### src/rtl/unidade_load_store.sv
// Load/store unit in front of the data ram: word-granular read-modify-write for stores, extract/extend for loads.
// Optional LSU_ESTATISTICAS_EN adds per-class 32-bit response counters.
module unidade_load_store #(
  parameter int BITS     = 63,
  parameter int MEM_SIZE = 31
) (
  input  logic          clock,
  input  logic          reset_n,
  input  logic          req_valido,
  output logic          req_pronto,
  input  logic          req_escrita,
  input  logic [1:0]    req_tamanho,
  input  logic          req_sem_sinal,
  input  logic [BITS:0] req_endereco,
  input  logic [BITS:0] req_dado,
  output logic          resp_valido,
  input  logic          resp_pronto,
  output logic [BITS:0] resp_dado,
  output logic          resp_erro,
  output logic [BITS:0] mem_endereco,
  output logic          mem_permisao_escrita,
  output logic [BITS:0] mem_dado_escrita,
  input  logic [BITS:0] mem_dado_leitura
`ifdef LSU_ESTATISTICAS_EN
  ,
  output logic [31:0]   cont_loads,
  output logic [31:0]   cont_stores,
  output logic [31:0]   cont_erros
`endif
);

  // state    | meaning
  // OCIOSO   | idle, req_pronto=1, waiting for a request
  // LER      | ram word addressed, read data consumed at end of cycle
  // ESCREVER | write-enable pulse with merged (or full double) data
  // RESPOSTA | resp_valido held until resp_pronto
  typedef enum logic [1:0] {OCIOSO, LER, ESCREVER, RESPOSTA} estado_t;

  localparam logic [BITS:0] LIMITE = (BITS+1)'(MEM_SIZE);

  estado_t       estado_q, estado_d;
  logic          escrita_q, escrita_d;
  logic [1:0]    tamanho_q, tamanho_d;
  logic          sem_sinal_q, sem_sinal_d;
  logic [2:0]    off_q, off_d;
  logic [BITS:0] dado_q, dado_d;
  logic          req_pronto_q, req_pronto_d;
  logic          resp_valido_q, resp_valido_d;
  logic [BITS:0] resp_dado_q, resp_dado_d;
  logic          resp_erro_q, resp_erro_d;
  logic [BITS:0] mem_endereco_q, mem_endereco_d;
  logic          mem_we_q, mem_we_d;
  logic [BITS:0] mem_wdata_q, mem_wdata_d;

  logic [BITS:0] palavra;
  logic          desalinhado;
  logic          erro_captura;
  logic [5:0]    desloc;
  logic [BITS:0] mascara_tam;
  logic [BITS:0] mascara_pos;
  logic [BITS:0] dado_fundido;
  logic [BITS:0] extraido;
  logic [BITS:0] carga;

  always_comb begin
    palavra = req_endereco >> 3;
    desalinhado = 1'b0;
    case (req_tamanho)
      2'b01:   desalinhado = req_endereco[0];
      2'b10:   desalinhado = |req_endereco[1:0];
      2'b11:   desalinhado = |req_endereco[2:0];
      default: desalinhado = 1'b0;
    endcase
    erro_captura = desalinhado || (palavra > LIMITE);
  end

  // Merge and extraction both work on the live ram word; results are registered.
  always_comb begin
    desloc = {off_q, 3'b000};
    mascara_tam = '0;
    case (tamanho_q)
      2'b00:   mascara_tam[7:0]  = '1;
      2'b01:   mascara_tam[15:0] = '1;
      2'b10:   mascara_tam[31:0] = '1;
      default: mascara_tam       = '1;
    endcase
    mascara_pos  = mascara_tam << desloc;
    dado_fundido = (mem_dado_leitura & ~mascara_pos) | ((dado_q & mascara_tam) << desloc);
    extraido     = mem_dado_leitura >> desloc;
    case (tamanho_q)
      2'b00:   carga = sem_sinal_q ? {{(BITS-7){1'b0}}, extraido[7:0]}
                                   : {{(BITS-7){extraido[7]}}, extraido[7:0]};
      2'b01:   carga = sem_sinal_q ? {{(BITS-15){1'b0}}, extraido[15:0]}
                                   : {{(BITS-15){extraido[15]}}, extraido[15:0]};
      2'b10:   carga = sem_sinal_q ? {{(BITS-31){1'b0}}, extraido[31:0]}
                                   : {{(BITS-31){extraido[31]}}, extraido[31:0]};
      default: carga = extraido;
    endcase
  end

  always_comb begin
    estado_d       = estado_q;
    escrita_d      = escrita_q;
    tamanho_d      = tamanho_q;
    sem_sinal_d    = sem_sinal_q;
    off_d          = off_q;
    dado_d         = dado_q;
    req_pronto_d   = req_pronto_q;
    resp_valido_d  = resp_valido_q;
    resp_dado_d    = resp_dado_q;
    resp_erro_d    = resp_erro_q;
    mem_endereco_d = mem_endereco_q;
    mem_we_d       = 1'b0;
    mem_wdata_d    = '0;
    case (estado_q)
      OCIOSO: begin
        if (req_valido) begin
          escrita_d      = req_escrita;
          tamanho_d      = req_tamanho;
          sem_sinal_d    = req_sem_sinal;
          off_d          = req_endereco[2:0];
          dado_d         = req_dado;
          mem_endereco_d = palavra;
          req_pronto_d   = 1'b0;
          if (erro_captura) begin
            estado_d      = RESPOSTA;
            resp_valido_d = 1'b1;
            resp_erro_d   = 1'b1;
            resp_dado_d   = '0;
          end else if (req_escrita && (req_tamanho == 2'b11)) begin
            estado_d    = ESCREVER;
            mem_we_d    = 1'b1;
            mem_wdata_d = req_dado;
          end else begin
            estado_d = LER;
          end
        end
      end
      LER: begin
        if (escrita_q) begin
          estado_d    = ESCREVER;
          mem_we_d    = 1'b1;
          mem_wdata_d = dado_fundido;
        end else begin
          estado_d      = RESPOSTA;
          resp_valido_d = 1'b1;
          resp_dado_d   = carga;
        end
      end
      ESCREVER: begin
        estado_d      = RESPOSTA;
        resp_valido_d = 1'b1;
        resp_dado_d   = '0;
      end
      default: begin
        if (resp_pronto) begin
          estado_d       = OCIOSO;
          resp_valido_d  = 1'b0;
          resp_erro_d    = 1'b0;
          resp_dado_d    = '0;
          req_pronto_d   = 1'b1;
          mem_endereco_d = '0;
        end
      end
    endcase
  end

  always_ff @(posedge clock or negedge reset_n) begin
    if (!reset_n) begin
      estado_q       <= OCIOSO;
      escrita_q      <= 1'b0;
      tamanho_q      <= 2'b00;
      sem_sinal_q    <= 1'b0;
      off_q          <= 3'b000;
      dado_q         <= '0;
      req_pronto_q   <= 1'b1;
      resp_valido_q  <= 1'b0;
      resp_dado_q    <= '0;
      resp_erro_q    <= 1'b0;
      mem_endereco_q <= '0;
      mem_we_q       <= 1'b0;
      mem_wdata_q    <= '0;
    end else begin
      estado_q       <= estado_d;
      escrita_q      <= escrita_d;
      tamanho_q      <= tamanho_d;
      sem_sinal_q    <= sem_sinal_d;
      off_q          <= off_d;
      dado_q         <= dado_d;
      req_pronto_q   <= req_pronto_d;
      resp_valido_q  <= resp_valido_d;
      resp_dado_q    <= resp_dado_d;
      resp_erro_q    <= resp_erro_d;
      mem_endereco_q <= mem_endereco_d;
      mem_we_q       <= mem_we_d;
      mem_wdata_q    <= mem_wdata_d;
    end
  end

  assign req_pronto           = req_pronto_q;
  assign resp_valido          = resp_valido_q;
  assign resp_dado            = resp_dado_q;
  assign resp_erro            = resp_erro_q;
  assign mem_endereco         = mem_endereco_q;
  assign mem_permisao_escrita = mem_we_q;
  assign mem_dado_escrita     = mem_wdata_q;

`ifdef LSU_ESTATISTICAS_EN
  logic [31:0] cont_loads_q, cont_loads_d;
  logic [31:0] cont_stores_q, cont_stores_d;
  logic [31:0] cont_erros_q, cont_erros_d;

  always_comb begin
    cont_loads_d  = cont_loads_q;
    cont_stores_d = cont_stores_q;
    cont_erros_d  = cont_erros_q;
    if ((estado_q == RESPOSTA) && resp_pronto) begin
      if (resp_erro_q)    cont_erros_d  = cont_erros_q + 32'd1;
      else if (escrita_q) cont_stores_d = cont_stores_q + 32'd1;
      else                cont_loads_d  = cont_loads_q + 32'd1;
    end
  end

  always_ff @(posedge clock or negedge reset_n) begin
    if (!reset_n) begin
      cont_loads_q  <= '0;
      cont_stores_q <= '0;
      cont_erros_q  <= '0;
    end else begin
      cont_loads_q  <= cont_loads_d;
      cont_stores_q <= cont_stores_d;
      cont_erros_q  <= cont_erros_d;
    end
  end

  assign cont_loads  = cont_loads_q;
  assign cont_stores = cont_stores_q;
  assign cont_erros  = cont_erros_q;
`endif

endmodule

### config.mk
export PLATFORM = sky130hd
export DESIGN_NAME = unidade_load_store
export DESIGN_NICKNAME = d
export VERILOG_FILES = /design/src/rtl/unidade_load_store.sv
export SDC_FILE = /design/constraint.sdc
export NUM_CORES = 1
export LEC_CHECK = 0
export ABC_AREA = 1
export CAP_MARGIN = 20
export CORE_ASPECT_RATIO = 1.25
export CORE_UTILIZATION = 40
export DETAILED_ROUTE_END_ITERATION = 10
export PLACE_DENSITY = 0.68
export SETUP_SLACK_MARGIN = 0.05
export SLEW_MARGIN = 20
export SYNTH_ARGS = -nofsm -noshare
export SYNTH_HDL_FRONTEND = slang
export SYNTH_SLANG_ARGS = --single-unit
### constraint.sdc
create_clock -name clock -period 6.2 [get_ports clock]
set_clock_uncertainty 0.15 [all_clocks]
set_input_delay 1.55 -clock clock [delete_from_list [all_inputs] [get_ports clock]]
set_output_delay 1.55 -clock clock [all_outputs]
set_load 0.05 [all_outputs]
==> results.toml, run 1 <==
[global_route]
met1_usage_pct = 42.1
met2_usage_pct = 54.1
antenna_found_initial = 5
use_met3_pct = 5.12
grt_pass1_wl_um = 93600
grt_usage_pct = 32.7
grt_pass1_vias = 15400
grt-busiest-layer = "met2"
grt_overflow = 0
grt_max_degree = 117

[yosys]
ys_async_sr_fraction_pct = 100
synth_ff_type = "dfrtp_1"
synthDistinctLibCells = 43
syn_avg_cell_area_um2 = 7.42
syn_area_mm2 = 0.0148
synth_top_area_share_pct = 44.9
ys_seq_area_share_pct = 45.1
ys_ff_latch = 266
synth_cells = 1990
synth_area_leaders = "dfrtp_1, nand2_1, o21ai_0"
yosys_warnings = 0
yosysTopAreaCell = "dfrtp_1"
synth_edf_count = 0

[die]
dieArea_mm2 = 0.0377
rows = 78
fp.coreArea_mm2 = 0.0363
start_util_pct = 40.7
die_h_um = 217
pin_count = 396
die_w_um = 174

[cells_and_area]
syn2layout_area_growth_pct = 34.1
drive_above_1_share_pct = 4.56
finalNetCount = 2488
fillerInstances = 3509
multi_input_area_mm2 = 0.00698
regArea_mm2 = 0.00666
fin_util_pct = 54.6

[worst_setup_path]
cp_slowest_stage_delay_ns = 0.86
critPathCaptureType = "flop"
reg2reg_setup_slack_ns = 2.30
reg2reg_depth = 11
r2r-start = "off_q[0]$_DFFE_PN0P_"
crit_slowest_cell = "dfrtp_2"
path_cells = "buf_4, nand2_2, inv_2, nand2_1, nand3_1, nand3_2, nand2_4, inv_2, nand2_4, nand4_1, nand2_1"
critical_path_class = "reg2reg"
worstPathMaxFanout = 58
cp.arrival_ns = 4.27
r2r_end = "resp_dado[32]$_DFFE_PN0P_"
startpoint_type = "flop"
required_ns = 6.57

[timing]
relSlewSlack_pct = 34.5
hold_viol = 0
slew_viol_final = 0
rsz0062_at_grt = "no"
period_share_pct = 62.9
worst_slew_pin_slew_ns = 0.982
fin_crit_ns = 3.90
setup_violations = 0
max_freq_ghz = 0.257
finalSetupTns_ns = 0

[clock_tree]
post_cts_buffers = 0
worstSkewPairLatency_ns = 0.58
cts_resized = 0
cts_buffer_depth = 3
h-tree-depth = 1
cts_root_buffer = "clkbuf_16"
clock_sinks = 266
clkTransAtPathRegs_ns = 0.06
cts_tree = "built"
numCtsBuffers = 28
cts_hold_buf = 0

[pwr]
vdd_drop_max_v = 0.000373
p_leak_nw = 8.94
p_total_mw = 11.5
powerDensity_mw_per_mm2 = 580

[routing]
wirelength_um = 62300
vias = 15900
postRouteAntennaNets = 0
first_iter_violations = 1913
first_pass_iters = 6
drt-vias-per-instance = 5.70
route.detailed.drc = 0
wl_per_cell_um = 22.3

[place]
dp_hpwl_um = 46400
portBuffers = 392
gp_congestion = 0.966

[job]
max-cap-violations = 0

[hold_path]
min_to = "mem_endereco[18]$_DFFE_PN0P_"
hold_depth = 2
hold_path.class = "reg2reg"
min_from = "mem_endereco[18]$_DFFE_PN0P_"

[status]
status = "finished, final reports clean"
==> registers in the layout, summed over array words and instances (netlist names), 2 cells and up <==
register,flops
dado_q,64
estado_q,2
mem_dado_escrita,64
mem_endereco,61
off_q,3
resp_dado,64
tamanho_q,2
==> per-stage QoR <==
| stage | setup WS (ns) | instance area [µm²] | hold slack, ns | instances |
|---|---|---|---|---|
| CTS | 2.42 | 19800 | 0.334 | 2784 |
| finish | 2.30 | 19800 | 0.333 | 2789 |
| detailed placement | 2.16 | 18700 | 0.317 | 2732 |
| global route | 2.03 | 19800 | 0.351 | 2788 |
| global placement | 1.73 | 18700 | 0.313 | 2731 |
| floorplan | 3.30 | 14800 | 0.299 | 1992 |
==> worst max-delay path: cells and delay by family (launching register included) <==
family,cells,cell delay (ns)
simple gates,8,1.73
buf+inv,3,1.06
flops,1,0.86
==> layout by cell type (no fill, tap or decap), types with 4 or more instances in the layout <==
master | netlist | final
a21oi_1 | 60 | 60
a22oi_1 | 6 | 6
a31oi_1 | 8 | 8
a32o_1 | 47 | 47
buf_4 | 18 | 17
bufinv_16 | 0 | 6
clkbuf_16 | 0 | 28
clkdlybuf4s50_1 | 0 | 391
clkinv_2 | 0 | 4
clkinv_4 | 0 | 4
dfrtp_1 | 265 | 262
diode_2 | 0 | 4
ha_1 | 5 | 5
inv_1 | 96 | 95
inv_2 | 6 | 7
mux2i_1 | 4 | 4
nand2_1 | 669 | 669
nand3_1 | 176 | 176
nand4_1 | 19 | 19
nor2_1 | 97 | 97
o211ai_1 | 16 | 16
o21ai_0 | 260 | 260
o21ai_1 | 36 | 36
o22ai_1 | 27 | 27
o31ai_1 | 7 | 7
or2_2 | 5 | 5
==> worst max-delay path by stage <==
| stage | from | endpoint | slack (ns) |
|---|---|---|---|
| after floorplan | req_endereco[56] | resp_dado[32]$_DFFE_PN0P_ | 3.30 |
| after global placement | req_endereco[33] | resp_dado[35]$_DFFE_PN0P_ | 1.73 |
| after detailed placement | req_endereco[10] | resp_dado[56]$_DFFE_PN0P_ | 2.16 |
| after CTS | off_q[0]$_DFFE_PN0P_ | resp_dado[35]$_DFFE_PN0P_ | 2.42 |
| after global routing | off_q[0]$_DFFE_PN0P_ | resp_dado[35]$_DFFE_PN0P_ | 2.03 |
| final | off_q[0]$_DFFE_PN0P_ | resp_dado[32]$_DFFE_PN0P_ | 2.30 |
==> power by group <==
part / internal, mW / switching, mW / total (mW) / leakage (nW)
Sequential: 2.34 / 0.464 / 2.80 / 3.53
Combinational: 1.91 / 4.88 / 6.79 / 4.91
Clock: 1.12 / 0.767 / 1.89 / 0.503
==> cell families (layout without fill, tap and decap cells) <==
kind of cell | Yosys count | after routing | share of synthesized area, %
other cells | 1 | 7 | 0.0254
buf+inv | 256 | 569 | 7.68
simple gates | 985 | 985 | 27.9
mux | 4 | 4 | 0.271
fa+ha+maj | 5 | 5 | 0.424
compound gates | 473 | 473 | 18.6
flops | 266 | 266 | 45.1
==> synth_stat cells, drive strengths merged, types with 4 or more instances <==
cell type  number
a32o           47
a21oi          60
buf            88
ha              5
o21ai         296
nand4          21
inv           103
or2             5
nor2          101
nand2         673
clkbuf         63
mux2i           4
dfrtp         265
nand3         179
a22oi           6
a31oi           9
o31ai           7
o22ai          27
o211ai         16
==> layout make-up <==
type | instances | share of cell area (%)
repair buffers | 412 | 20.8
multi-input cells | 1470 | 35.3
diodes | 4 | 0.0505
clock inverters | 20 | 1.48
inverters | 105 | 2.01
flip-flops and latches | 266 | 33.6
well taps | 480 | 3.03
clock buffers | 32 | 3.76
==> per-layer routing <==
layer | vias to the layer above | wire length [µm]
met4 | 2 | 3090
met3 | 166 | 5290
met2 | 895 | 29600
li1 | 7256 | -
met5 | - | 11
met1 | 7569 | 24300
No activity file was read; power rests on OpenSTA's default activity.
==> run 2, diff against run 1 <==
- clock period: 6.2 -> 3.6 ns (I/O delays scaled with it)
==> results.toml, run 2 (synthesized netlist as in run 1, its figures left out) <==
[status]
status = "finished, final reports clean"

[routing]
wirelength_um = 63000
top_layer_used = "met4"
first_pass_iters = 6
vias = 15900
wl_met1_um = 25000
first_iter_violations = 1813
wl_per_cell_um = 22.4
dr_wl_met2_um = 29900
wl_met3_um = 4880
postRouteAntennaNets = 0
drt-vias-per-instance = 5.67
route.detailed.drc = 0

[pwr]
switching_share_pct = 53.4
clkPwrFrac_pct = 15.0
internal_power_mw = 9.19
switching_power_mw = 10.6
p_leak_nw = 9.03
p_comb_share_pct = 61.0
powerDensity_mw_per_mm2 = 990
vdd_drop_max_v = 0.000542
seqPwrFrac_pct = 24.0

[die]
fp.coreArea_mm2 = 0.0363
dieArea_mm2 = 0.0377
die_w_um = 174
pin_count = 396
die_h_um = 217
start_util_pct = 40.7
rows = 78

[timing]
worst_slew_pin_slew_ns = 0.991
slew_viol_final = 0
fin_crit_ns = 3.24
rsz0062_at_grt = "no"
setup_violations = 0
max_freq_ghz = 0.309
finalSetupTns_ns = 0
period_share_pct = 90.0
holdWs_ns = 0.134
relSlewSlack_pct = 33.9
hold_viol = 0

[worst_setup_path]
critical_path_class = "reg2reg"
critPathCaptureType = "flop"
cp.arrival_ns = 3.55
r2r-start = "estado_q[1]$_DFFE_PN0P_"
r2r_end = "resp_dado[29]$_DFFE_PN0P_"
required_ns = 3.91
cp_slowest_stage_delay_ns = 0.61
reg2reg_setup_slack_ns = 0.36
startpoint_type = "flop"
cpMostUsedCell = "inv_1"
reg2reg_depth = 6
critical_path.top_delay_family = "compound AO/OA/AOI/OAI gates"
crit_slowest_cell = "nand3_2"
path_cells = "inv_1, ha_1, inv_1, a31oi_4, nand3_2, o21ai_0"
worstPathMaxFanout = 36
crit_cells = 6
path_buf_inv = 2

[cells_and_area]
fin_util_pct = 55.0
multi_input_area_mm2 = 0.00698
final_cell_mix = "nand2_1, clkdlybuf4s50_1, dfrtp_1"
drive_above_1_share_pct = 5.33
finalNetCount = 2512
syn2layout_area_growth_pct = 35.1
regArea_mm2 = 0.00666
final_common_cell = "nand2_1"
fillerInstances = 3519

[place]
dp_hpwl_um = 47600
gp_congestion = 0.991
portBuffers = 392

[clock_tree]
cts_buffer_depth = 3
clkTransAtPathRegs_ns = 0.06
h-tree-depth = 1
worstSkewPairLatency_ns = 0.58
cts_resized = 0
numCtsBuffers = 28
post_cts_buffers = 0
clock_sinks = 266
cts_tree = "built"
cts_root_buffer = "clkbuf_16"
cts_hold_buf = 0

[hold_path]
hold_path.class = "in2async"

[global_route]
antenna_found_initial = 1
grt_pass1_wl_um = 94100
grt_overflow = 0
grt_pass1_vias = 15400
grt_max_degree = 103
grt_usage_pct = 32.8

[job]
max-cap-violations = 0
[run 2: cell types whose count changed in the layout (fill, tap and decap cells not counted), sizes merged]
cell,delta
diode,-3
bufinv,-4
clkinv,-1
clkbuf,+7
buf,+24
clkinvlp,-1
inv,-2
[run 2: metrics by stage]
step	instances	power, mW	worst slack, ns	instance area (µm²)
3_5_place_dp	2757	16.6	0.282	19000
2_1_floorplan	1992	12.5	1.35	14800
3_3_place_gp	2757	16.5	0.321	19000
5_1_grt	2809	20.8	0.117	20000
4_1_cts	2808	19.6	0.346	19900
6_report	2809	19.7	0.361	20000
[run 2: final cells by class]
cell class	instances	share of cell area, %
Antenna cell	1	0.0125
Tap cell	480	3.01
Multi-Input combinational cell	1470	35.0
Clock inverter	12	0.652
Sequential cell	266	33.4
Clock buffer	39	4.02
Inverter	105	2.00
Timing Repair Buffer	436	21.9
[run 2: power groups by stage]
stage / Combinational, mW / Sequential (mW) / Clock [mW]
after floorplan: 5.71 / 6.76 / 0
after global placement: 11.8 / 4.75 / 0
after detailed placement: 11.8 / 4.76 / 0
after CTS: 11.9 / 4.72 / 2.99
after global routing: 12.8 / 4.84 / 3.12
final: 12.1 / 4.73 / 2.96
[run 2: worst max-delay path by stage]
| stage | from | to | slack, ns |
|---|---|---|---|
| CTS | estado_q[1]$_DFFE_PN0P_ | resp_dado[14]$_DFFE_PN0P_ | 0.35 |
| finish | estado_q[1]$_DFFE_PN0P_ | resp_dado[29]$_DFFE_PN0P_ | 0.36 |
| floorplan | req_endereco[56] | resp_dado[32]$_DFFE_PN0P_ | 1.35 |
| detailed placement | req_endereco[10] | resp_dado[29]$_DFFE_PN0P_ | 0.28 |
| global route | estado_q[1]$_DFFE_PN0P_ | resp_dado[41]$_DFFE_PN0P_ | 0.12 |
| global placement | req_endereco[10] | resp_dado[9]$_DFFE_PN0P_ | 0.32 |
[run 2: worst register-to-register path: cells and delay by family (launching register included)]
family	cells	cell delay (ns)
AO/OA/AOI/OAI	2	0.95
adder cells (fa/ha/maj)	1	0.51
buffers and inverters	2	0.47
flip-flops	1	0.44
AND/OR/NAND/NOR	1	0.62
[run 2: routing by layer]
layer	track usage, %	vias to the layer above
met5	0	-
met4	15.9	0
met3	4.89	165
met2	54.0	857
met1	42.2	7609
li1	-	7296
